[src/rtl/ddr2_port_arb_pkg.sv]
// Shared types for the DDR2 local-port arbiter: FSM state, read tag,
// and the round-robin selection helper used by the command arbiter.
package ddr2_port_arb_pkg;

    localparam int MAX_PORTS  = 8;
    localparam int MAX_PORT_W = 3;
    localparam int MAX_SIZE_W = 8;

    typedef enum logic [0:0] {
        IDLE   = 1'b0,
        WBURST = 1'b1
    } arb_state_t;

    // One entry per accepted read: who asked and how many beats to return.
    typedef struct packed {
        logic [MAX_PORT_W-1:0] port;
        logic [MAX_SIZE_W-1:0] size;
    } tag_t;

    // Returns {found, index}: first set bit of elig at or after ptr,
    // wrapping modulo n. Lower offsets are assigned last so they win.
    function automatic logic [MAX_PORT_W:0] rr_pick(
        input logic [MAX_PORTS-1:0]  elig,
        input logic [MAX_PORT_W-1:0] ptr,
        input int                    n
    );
        logic [MAX_PORT_W:0] res;
        int idx;
        res = '0;
        for (int i = MAX_PORTS - 1; i >= 0; i--) begin
            idx = int'(ptr) + i;
            if (idx >= n) idx = idx - n;
            if (i < n && elig[idx[MAX_PORT_W-1:0]])
                res = {1'b1, idx[MAX_PORT_W-1:0]};
        end
        return res;
    endfunction

endpackage

[src/rtl/ddr2_tag_fifo.sv]
// Outstanding-read tag FIFO: push at tail, head visible combinationally.
// Ports: clk, rst_n, push/din, pop, head, full, empty.
module ddr2_tag_fifo
    import ddr2_port_arb_pkg::*;
#(
    parameter int DEPTH = 16
) (
    input  logic clk,
    input  logic rst_n,
    input  logic push,
    input  tag_t din,
    input  logic pop,
    output tag_t head,
    output logic full,
    output logic empty
);

    localparam int AW = $clog2(DEPTH);

    tag_t         mem [DEPTH];
    logic [AW:0]  wr_ptr;
    logic [AW:0]  rd_ptr;
    logic         do_push;
    logic         do_pop;

    assign do_push = push & ~full;
    assign do_pop  = pop & ~empty;

    // Extra pointer MSB distinguishes full from empty.
    assign empty = (wr_ptr == rd_ptr);
    assign full  = (wr_ptr[AW] != rd_ptr[AW]) &&
                   (wr_ptr[AW-1:0] == rd_ptr[AW-1:0]);
    assign head  = mem[rd_ptr[AW-1:0]];

    always_ff @(posedge clk) begin
        if (do_push) mem[wr_ptr[AW-1:0]] <= din;
    end

    always_ff @(posedge clk or negedge rst_n) begin
        if (!rst_n) begin
            wr_ptr <= '0;
            rd_ptr <= '0;
        end else begin
            if (do_push) wr_ptr <= wr_ptr + (AW+1)'(1);
            if (do_pop)  rd_ptr <= rd_ptr + (AW+1)'(1);
        end
    end

endmodule

[src/rtl/ddr2_local_port_arbiter.sv]
// N-client front end for the DDR2 local interface: round-robin command
// arbitration, atomic write bursts and tag-steered read-return beats.
// Ports: phy_clk, reset_phy_clk_n; p_* client ports; local_* controller
// port; err_orphan_rdata (sticky read beat with no outstanding tag).
module ddr2_local_port_arbiter
    import ddr2_port_arb_pkg::*;
#(
    parameter int NUM_PORTS = 4,
    parameter int DATA_W    = 32,
    parameter int ADDR_W    = 24,
    parameter int SIZE_W    = 4,
    parameter int TAG_DEPTH = 16,
    parameter int BE_W      = DATA_W / 8
) (
    input  logic                          phy_clk,
    input  logic                          reset_phy_clk_n,
    input  logic [NUM_PORTS-1:0]          p_read_req,
    input  logic [NUM_PORTS-1:0]          p_write_req,
    input  logic [NUM_PORTS-1:0]          p_burstbegin,
    input  logic [NUM_PORTS*ADDR_W-1:0]   p_addr,
    input  logic [NUM_PORTS*SIZE_W-1:0]   p_size,
    input  logic [NUM_PORTS*DATA_W-1:0]   p_wdata,
    input  logic [NUM_PORTS*BE_W-1:0]     p_be,
    output logic [NUM_PORTS-1:0]          p_ready,
    output logic [DATA_W-1:0]             p_rdata,
    output logic [NUM_PORTS-1:0]          p_rdata_valid,
    output logic                          local_read_req,
    output logic                          local_write_req,
    output logic                          local_burstbegin,
    output logic [ADDR_W-1:0]             local_address,
    output logic [SIZE_W-1:0]             local_size,
    output logic [DATA_W-1:0]             local_wdata,
    output logic [BE_W-1:0]               local_be,
    input  logic                          local_ready,
    input  logic                          local_rdata_valid,
    input  logic                          local_init_done,
    input  logic [DATA_W-1:0]             local_rdata,
    output logic                          err_orphan_rdata
);

    localparam int PW = (NUM_PORTS > 1) ? $clog2(NUM_PORTS) : 1;

    arb_state_t           state, state_nxt;
    logic [PW-1:0]        rr_ptr, rr_nxt;
    logic [PW-1:0]        grant_q, grant_nxt;
    logic [PW-1:0]        g;
    logic [SIZE_W-1:0]    beats_left, beats_nxt;
    logic [SIZE_W-1:0]    rd_cnt;
    logic [SIZE_W-1:0]    req_size;
    logic [NUM_PORTS-1:0] wr_ok, rd_ok, elig;
    logic [MAX_PORT_W:0]  pick;
    logic                 found;
    logic                 tag_push, tag_pop;
    logic                 tag_full, tag_empty;
    tag_t                 tag_in, tag_head;

    logic [ADDR_W-1:0]    addr_a  [NUM_PORTS];
    logic [SIZE_W-1:0]    size_a  [NUM_PORTS];
    logic [DATA_W-1:0]    wdata_a [NUM_PORTS];
    logic [BE_W-1:0]      be_a    [NUM_PORTS];

    for (genvar i = 0; i < NUM_PORTS; i++) begin : g_unpack
        assign addr_a[i]  = p_addr[i*ADDR_W +: ADDR_W];
        assign size_a[i]  = p_size[i*SIZE_W +: SIZE_W];
        assign wdata_a[i] = p_wdata[i*DATA_W +: DATA_W];
        assign be_a[i]    = p_be[i*BE_W +: BE_W];
    end

    function automatic logic [PW-1:0] inc_port(input logic [PW-1:0] p);
        return (p == PW'(NUM_PORTS - 1)) ? '0 : p + PW'(1);
    endfunction

    // Write wins over read; reads wait while the tag FIFO is full
    // (registered flag, so a same-cycle pop does not help).
    assign wr_ok = p_burstbegin & p_write_req;
    assign rd_ok = p_burstbegin & p_read_req & ~p_write_req &
                   {NUM_PORTS{~tag_full}};
    assign elig  = wr_ok | rd_ok;

    assign pick  = rr_pick(MAX_PORTS'(elig), MAX_PORT_W'(rr_ptr),
                           NUM_PORTS);
    assign found = pick[MAX_PORT_W];
    assign g     = PW'(pick[MAX_PORT_W-1:0]);

    assign req_size = (size_a[g] == '0) ? SIZE_W'(1) : size_a[g];

    always_comb begin
        state_nxt        = state;
        rr_nxt           = rr_ptr;
        grant_nxt        = grant_q;
        beats_nxt        = beats_left;
        p_ready          = '0;
        local_read_req   = 1'b0;
        local_write_req  = 1'b0;
        local_burstbegin = 1'b0;
        local_address    = '0;
        local_size       = '0;
        local_wdata      = '0;
        local_be         = '0;
        tag_push         = 1'b0;
        tag_in           = '0;
        if (local_init_done) begin
            unique case (state)
                IDLE: begin
                    if (found) begin
                        local_burstbegin = 1'b1;
                        local_write_req  = p_write_req[g];
                        local_read_req   = ~p_write_req[g];
                        local_address    = addr_a[g];
                        local_size       = size_a[g];
                        local_wdata      = wdata_a[g];
                        local_be         = be_a[g];
                        p_ready[g]       = local_ready;
                        tag_in.port      = MAX_PORT_W'(g);
                        tag_in.size      = MAX_SIZE_W'(req_size);
                        if (local_ready) begin
                            if (!p_write_req[g]) begin
                                tag_push = 1'b1;
                                rr_nxt   = inc_port(g);
                            end else if (req_size == SIZE_W'(1)) begin
                                rr_nxt = inc_port(g);
                            end else begin
                                grant_nxt = g;
                                beats_nxt = req_size - SIZE_W'(1);
                                state_nxt = WBURST;
                            end
                        end
                    end
                end
                WBURST: begin
                    local_write_req  = p_write_req[grant_q];
                    local_address    = addr_a[grant_q];
                    local_size       = size_a[grant_q];
                    local_wdata      = wdata_a[grant_q];
                    local_be         = be_a[grant_q];
                    p_ready[grant_q] = local_ready;
                    if (p_write_req[grant_q] && local_ready) begin
                        beats_nxt = beats_left - SIZE_W'(1);
                        if (beats_left == SIZE_W'(1)) begin
                            state_nxt = IDLE;
                            rr_nxt    = inc_port(grant_q);
                        end
                    end
                end
                default: ;
            endcase
        end
    end

    // Read data is broadcast; only the head tag's port sees valid.
    assign p_rdata = local_rdata;

    always_comb begin
        for (int i = 0; i < NUM_PORTS; i++)
            p_rdata_valid[i] = local_rdata_valid & ~tag_empty &
                               (tag_head.port == MAX_PORT_W'(i));
    end

    assign tag_pop = local_rdata_valid & ~tag_empty &
                     ((MAX_SIZE_W'(rd_cnt) + MAX_SIZE_W'(1))
                      == tag_head.size);

    always_ff @(posedge phy_clk or negedge reset_phy_clk_n) begin
        if (!reset_phy_clk_n) begin
            state            <= IDLE;
            rr_ptr           <= '0;
            grant_q          <= '0;
            beats_left       <= '0;
            rd_cnt           <= '0;
            err_orphan_rdata <= 1'b0;
        end else begin
            state      <= state_nxt;
            rr_ptr     <= rr_nxt;
            grant_q    <= grant_nxt;
            beats_left <= beats_nxt;
            if (local_rdata_valid) begin
                if (tag_empty)    err_orphan_rdata <= 1'b1;
                else if (tag_pop) rd_cnt <= '0;
                else              rd_cnt <= rd_cnt + SIZE_W'(1);
            end
        end
    end

    ddr2_tag_fifo #(
        .DEPTH (TAG_DEPTH)
    ) u_tag_fifo (
        .clk   (phy_clk),
        .rst_n (reset_phy_clk_n),
        .push  (tag_push),
        .din   (tag_in),
        .pop   (tag_pop),
        .head  (tag_head),
        .full  (tag_full),
        .empty (tag_empty)
    );

endmodule
[config.mk]
export PLATFORM = sky130hd
export DESIGN_NAME = ddr2_local_port_arbiter
export DESIGN_NICKNAME = d
export VERILOG_FILES = /design/src/rtl/ddr2_port_arb_pkg.sv /design/src/rtl/ddr2_tag_fifo.sv /design/src/rtl/ddr2_local_port_arbiter.sv
export SDC_FILE = /design/constraint.sdc
export NUM_CORES = 1
export LEC_CHECK = 0
export BUFFER_PORTS_ARGS = -buffer_cell sky130_fd_sc_hd__buf_4
export CAP_MARGIN = 20
export CORE_ASPECT_RATIO = 2
export CORE_MARGIN = 2
export CORE_UTILIZATION = 30
export CTS_BUF_LIST = sky130_fd_sc_hd__clkbuf_8 sky130_fd_sc_hd__clkbuf_16
export CTS_CLUSTER_DIAMETER = 100
export DETAILED_ROUTE_END_ITERATION = 7
export GPL_TIMING_DRIVEN = 0
export PLACE_DENSITY = 0.64
export SETUP_SLACK_MARGIN = 0.02
export SLEW_MARGIN = 0
export SYNTH_ARGS = -nofsm -noshare
export SYNTH_HDL_FRONTEND = slang
export SYNTH_SLANG_ARGS = --single-unit
export TNS_END_PERCENT = 10
[constraint.sdc]
create_clock -name phy_clk -period 7.1 [get_ports phy_clk]
set_input_delay 0.71 -clock phy_clk [delete_from_list [all_inputs] [get_ports phy_clk]]
set_output_delay 0.71 -clock phy_clk [all_outputs]
set_load 0.005 [all_outputs]
* After elaboration in Yosys (flattened, before gate mapping)
Memory sizes are Yosys's and may differ from the RTL's.
Index checks and enable logic that the tools add are counted.
** Storage, ports and cells
- Bits in writable memories :: 160
- Bits in registers :: 24
- Input bits :: 305
- Memories :: 1
- Output and inout bits :: 108
** Cells by class
- $lt $le $gt $ge :: 14
- Eq/ne operators :: 18
- Bitwise operators :: 23
- Muxes and demuxes :: 106
- Reductions and logical operators :: 11
- $add $sub $neg :: 15
** Memory list
- u_tag_fifo.mem :: words 16, width 10, rd ports 1, clocked after Yosys merged registers in 0, write ports 1, RTL line ddr2_tag_fifo.sv:20 : tag_t mem [DEPTH];
** Operators with widths (count)
- $mux 32 :: 6
- $mux 24 :: 6
- $bmux 32 s2 :: 2
- $mux 4 :: 25
- $bmux 24 s2 :: 2
- $pmux 32 s2 :: 1
- $pmux 24 s2 :: 1
- $bmux 4 s2 :: 4
- $pmux 4 s2 :: 4
- $mux 10 :: 3
- $mux 1 :: 29
- $and 4x4->4 :: 6
- $reduce_and 6->1 :: 3
- $lt 3x4->1 const B :: 4
- $mux 2 :: 8
- $ge 3x3->1 const B :: 5
- $bmux 1 s3 :: 4
- $mux 3 :: 4
- $add 5x1->5 const B :: 2
- $sub 3x3->3 const B :: 3
- $and 1x1->1 :: 8
- $eq 4x1->1 const B :: 2
- $eq 5x8->1 :: 1
- $ne 2x2->1 const B :: 4
- 30 further kinds :: 50

* Longest topological paths before layout
- Depth in word-level cells :: 23
- Mapped depth :: 17
- Depth with buffers taken out :: 15

* Hierarchy
A second synthesis with hierarchy kept.
** Second synthesis, totals
- Cell total of the unflattened synthesis :: 823
- Area, all modules :: 12853.6 um^2
** By module, submodules not included
- ddr2_tag_fifo :: area an instance 7348.3 um^2, times used 1, cells an instance 355, sequential area each 5535.3 um^2
- ddr2_local_port_arbiter :: area an instance 5505.3 um^2, times used 1, cells an instance 468, sequential area each 350.3 um^2

* Worst setup path before layout
Ideal clock, no wire load.
- Path type :: reg2reg
- From :: register rr_ptr[0]
- To :: memory u_tag_fifo.mem[0][0] (netlist bit) (enable)
- Cell stages (with the launch flop) :: 16
- Setup slack :: 2649 ps
- Arrival :: 4065 ps
- Required time :: 6714 ps
- Library setup time :: 386 ps
- Cells stage by stage :: dfrtp_1 clkbuf_1 inv_1 clkbuf_1 ha_1 inv_1 mux4_2 o2111ai_1 nand2_2 mux2_4 clkinv_2 a22o_1 mux2i_1 nand4_1 clkbuf_1 nor4_1
** On the way
- Cells in the longest elaborated chain, start to end :: 19
- Elaborated cells between the ends (all ways) :: 37
** Ends and longest elaborated chain
- from (decl) :: RTL line ddr2_local_port_arbiter.sv:44 : logic [PW-1:0] rr_ptr, rr_nxt;
- from (signal assigned) :: RTL line ddr2_local_port_arbiter.sv:173 : rr_ptr <= rr_nxt;
- $add 2x2->3 :: RTL line ddr2_port_arb_pkg.sv:31 : idx = int'(ptr) + i;
- $sub 3x3->3 or $ge 3x3->1 (tied branches) :: RTL line ddr2_port_arb_pkg.sv:32 : if (idx >= n) idx = idx - n;
- $mux 3 :: RTL line ddr2_port_arb_pkg.sv:32
- $bmux 1 s3 :: RTL line ddr2_port_arb_pkg.sv:33 : if (i < n && elig[idx[MAX_PORT_W-1:0]])
- $mux 1 (implied by the code) :: RTL line ddr2_port_arb_pkg.sv:33
- $mux 4 (3 in a row) :: RTL line ddr2_port_arb_pkg.sv:33
- $mux 4 * :: RTL line ddr2_port_arb_pkg.sv:33
- $bmux 1 s2 :: RTL line ddr2_local_port_arbiter.sv:117 : if (!p_write_req[g]) begin
- $mux 1 (implied by the code) :: RTL line ddr2_local_port_arbiter.sv:117
- $mux 1 :: RTL line ddr2_local_port_arbiter.sv:117
- $mux 1 :: RTL line ddr2_local_port_arbiter.sv:116 : if (local_ready) begin
- $mux 1 * :: RTL line ddr2_local_port_arbiter.sv:105 : if (found) begin
- $mux 1 * :: RTL line ddr2_local_port_arbiter.sv:103 : unique case (state)
- $mux 1 * :: RTL line ddr2_local_port_arbiter.sv:102 : if (local_init_done) begin
- $and 1x1->1 * :: RTL line ddr2_tag_fifo.sv:26 : assign do_push = push & ~full;
- $mux 1 * :: RTL line ddr2_tag_fifo.sv:36 : if (do_push) mem[wr_ptr[AW-1:0]] <= din;
- $mux 1 (implied by the code) * :: RTL line ddr2_tag_fifo.sv:36
- to (decl) :: RTL line ddr2_tag_fifo.sv:20
Mark *: on every way between the ends. The rest lies on a longest branch, timed or not. The select of a mux whose other input is x is not followed.

* Final worst setup path
- From :: register u_tag_fifo.rd_ptr[0]
- To :: output local_address[22]
** On the way
- Cells in the longest elaborated chain, start to end :: 18
- Elaborated cells between the ends (all ways) :: 24
** Ends and longest elaborated chain
- from (decl) :: RTL line ddr2_tag_fifo.sv:22 : logic [AW:0] rd_ptr;
- from (signal assigned) :: RTL line ddr2_tag_fifo.sv:45 : if (do_pop) rd_ptr <= rd_ptr + (AW+1)'(1);
- $eq 4x4->1 * :: RTL line ddr2_tag_fifo.sv:32 : (wr_ptr[AW-1:0] == rd_ptr[AW-1:0]);
- $logic_and 1x1->1 * :: RTL line ddr2_tag_fifo.sv:31 : assign full = (wr_ptr[AW] != rd_ptr[AW]) &&
- $not 1->1 * :: RTL line ddr2_local_port_arbiter.sv:77 : {NUM_PORTS{~tag_full}};
- $and 4x4->4 * :: RTL line ddr2_local_port_arbiter.sv:76 : assign rd_ok = p_burstbegin & p_read_req & ~p_write_req &
- $or 4x4->4 * :: RTL line ddr2_local_port_arbiter.sv:78 : assign elig = wr_ok | rd_ok;
- $bmux 1 s3 :: RTL line ddr2_port_arb_pkg.sv:33
- $mux 1 (implied by the code) :: RTL line ddr2_port_arb_pkg.sv:33
- $mux 4 (3 in a row) :: RTL line ddr2_port_arb_pkg.sv:33
- $mux 4 * :: RTL line ddr2_port_arb_pkg.sv:33
- $not 2->3 (implied by the code) :: RTL line ddr2_local_port_arbiter.sv:109 : local_address = addr_a[g];
- $bmux 24 s2 :: RTL line ddr2_local_port_arbiter.sv:109
- $mux 24 (implied by the code) (2 in a row) :: RTL line ddr2_local_port_arbiter.sv:109
- $mux 24 * :: RTL line ddr2_local_port_arbiter.sv:105
- $pmux 24 s2 * :: RTL line ddr2_local_port_arbiter.sv:103
- $mux 24 * :: RTL line ddr2_local_port_arbiter.sv:102
- to (decl) :: RTL line ddr2_local_port_arbiter.sv:30 : output logic [ADDR_W-1:0] local_address,
Marks and branches as above.

==> impl_metrics.py <==
metrics = {
    "cells_and_area": {
        "nFillCells": 3104,
        "drive_above_1_share_pct": 56.97,
        "final_cell_mix": "buf_4, mux4_2, edfxtp_1, clkbuf_1, nor2b_1",
        "finalInstanceArea_mm2": 0.01403,
        "seqCellArea_mm2": 0.003483,
        "areaGrowthSynthToFinish_pct": 41.00,
        "instances_no_fill": 1576,
        "multi_input_area_mm2": 0.005859,
        "nets": 1451,
        "final_common_cell": "buf_4",
    },
    "clock_tree": {
        "clk_latency_ns": 0.41,
        "cts.htree.levels": 4,
        "cts.hold.buffers_added": 0,
        "numCtsBuffers": 17,
        "cts_sinks": 120,
        "cts_root_buffer": "clkbuf_16",
        "clkTransAtPathRegs_ns": 0.06,
        "cts_max_path_buffers": 2,
        "post_cts_buffers": 0,
        "cts_tree": "built",
        "cts_resized": 0,
    },
    "timing": {
        "worst_slew_pin_slew_ns": 1.082,
        "hold_viol_final": 0,
        "slew_violations": 0,
        "fin_skew_ns": 0.009332,
        "timing.fmax_mhz": 160.0,
        "fin_tns_setup_ns": 0,
        "grt_setup_unrepaired": "false",
        "fin_crit_ns": 6.251,
        "setup_violations": 0,
        "fin_crit_sh_pct": 88.05,
        "max_slew_margin_pct": 27.23,
    },
    "detailed_routing": {
        "wl_met3_um": 2456,
        "avgViaCountPerCell": 5.482,
        "totalWireLength_um": 38930,
        "highest_layer": "met4",
        "drcViolationCount": 0,
        "wl_per_cell_um": 24.70,
        "wl_met2_um": 22050,
        "first_iter_violations": 433,
        "vias": 8639,
        "met1Wirelength_um": 11740,
        "dr.pass1.iters": 7,
        "ant_nets": 0,
    },
    "global_routing": {
        "antenna_found_initial": 3,
        "grt_pass1_wl_um": 55390,
        "track_usage_pct": 21.71,
        "grt_max_degree": 25,
        "grt_pass1_vias": 9448,
        "grt_overflow": 0,
    },
    "floorplanning": {
        "ioPinCount": 413,
        "fp.dieH_um": 261.5,
        "die_width_um": 132.8,
        "rows": 94,
        "core_mm2": 0.03281,
        "dieArea_mm2": 0.03472,
        "initial_utilization_pct": 30.32,
    },
    "pwr": {
        "finalPower_uw": 5379,
        "p_leak_uw": 0.005615,
        "peakVddDrop_v": 0.0002676,
        "p_clk_share_pct": 16.0,
        "p_per_area_mw_per_mm2": 383.5,
        "switchingPower_uw": 2155,
        "p_int_uw": 3224,
        "pwr-share-seq_pct": 16.5,
        "netSwitchingFraction_pct": 40.06,
        "comb_power_share_pct": 67.5,
    },
    "placement": {
        "dp.cells": 1535,
        "postPlaceCellArea_mm2": 0.01337,
        "hpwl_um": 32820,
        "globalplace.congestion": 0.9385,
        "port_buffers": 379,
    },
    "synth": {
        "syn-num-nets": 1042,
        "async_flop_share_pct": 20.00,
        "synth_top_area_share_pct": 36.00,
        "synth_ff_type": "edfxtp_1",
        "synthCells": 719,
        "ys_ff_latch": 120,
        "ys.warnings.count": 0,
        "synth_area_mm2": 0.009948,
        "syn_area_per_cell_um2": 13.84,
        "yosysTopAreaCell": "mux4_2",
        "ys_seq_area_share_pct": 35.01,
        "synth_cell_types": 52,
        "synth_area_leaders": "mux4_2, edfxtp_1, dfrtp_1, a22oi_1, nor2b_1",
        "synth_edf_count": 96,
    },
    "setup_path": {
        "crit_chain": "buf_6 -> xor2_1 -> nor4_4 -> a21oi_2 -> mux2i_1 -> a211oi_1 -> o31ai_1 -> clkbuf_1 -> clkbuf_1 -> mux4_2 -> a22oi_1 -> nor2b_1 -> buf_4",
        "cp_common_cell": "clkbuf_1",
        "worst_setup_path_start_kind": "flop",
        "crit_path_end_kind": "output port",
        "cpPeakStageDelay_ns": 0.88,
        "cp_max_fo": 10,
        "r2r_start": "u_tag_fifo.rd_ptr[0]",
        "cp_slowest_cell": "o31ai_1",
        "cp.arrival_ns": 5.54,
        "startpoint": "u_tag_fifo.rd_ptr[0]",
        "worstSetupPathType": "reg -> out",
        "required_ns": 6.39,
    },
    "hold_path": {
        "min_path_type": "in -> async",
    },
    "flow_run": {
        "maxCapViolCount": 0,
    },
    "status": {
        "run_status": "completed",
    },
}
## kinds of logic after synthesis
| kind of cell | share of synthesized area [%] |
|---|---|
| mux | 38.15 |
| simple gates | 8.100 |
| buf+inv | 6.087 |
| flops | 35.01 |
| compound gates | 8.804 |
| xor+xnor | 1.585 |
| fa+ha+maj | 2.264 |
## worst max-delay path: cells and delay by family, from the launching register on
family,cells,cell delay [ns]
simple gates,2,0.76
xor+xnor,1,0.17
flops,1,0.40
buf+inv,4,1.44
compound gates,4,1.63
mux,2,0.71
## worst paths after layout
kind / end / slack, ns / cells after the start
max in group asynchronous: u_tag_fifo.wr_ptr[3] / 6.62 / 1
setup reg to reg: u_tag_fifo.mem[2][2] / 1.26 / 15
setup / recovery: local_address[22] / 0.85 / 13
hold reg to reg: err_orphan_rdata / 0.47 / 1
hold / removal: rd_cnt[1] / 0.21 / 1
min in group phy_clk: err_orphan_rdata / 0.47 / 1
## through the flow
step                      setup WS, ns  utilization [%]  hold WS [ns]
after floorplan                  2.649                -        0.4144
after global placement           1.123            40.64        0.4599
after detailed placement         1.327            40.74        0.4686
after CTS                       0.8763            42.58        0.2149
after global routing            0.6791            42.75        0.2277
final                           0.8485            42.75        0.2133
## Yosys cell counts (all sizes together) (12+ instances only)
cell type and number:
ha 18, nor2 34, a22oi 44, and2 13, mux2i 12, nor3 12
edfxtp 96, inv 19, a21oi 13, dfrtp 24, mux4 159, buf 53
clkbuf 47, o21ai 12, nor2b 45, a32o 20, nand2 25
## final cells by class
class / instances / area share, %
diodes: 3 / 0.05352
plain buffers: 100 / 3.773
clock buffers: 21 / 3.425
clock inverters: 11 / 0.8652
inverters: 20 / 0.5441
multi-input cells: 479 / 41.77
flip-flops and latches: 120 / 24.83
well taps: 432 / 3.853
repair buffers: 390 / 20.88
## flip-flops by register name, indices dropped and copies added (netlist names)
name and flops:
rr_ptr 2, grant_q 2, rd_cnt 4, state 1, u_tag_fifo.mem 96, u_tag_fifo.rd_ptr 5, u_tag_fifo.wr_ptr 5, beats_left 4
err_orphan_rdata 1
## power groups by stage
stage                     registers [uW]  clock network [uW]  logic, uW
final                                887                 863       3630
after global routing                 895                 899       3890
after CTS                            887                 871       3650
after detailed placement             901                   0       3640
after global placement               897                   0       3570
after floorplan                      887                   0       2500
## routing by layer
layer	up-vias	GRT usage, %
li1	3754	-
met4	0	15.11
met3	105	4.317
met1	4288	19.29
met2	492	42.86
met5	-	0
(Power assumes the default switching activity.)
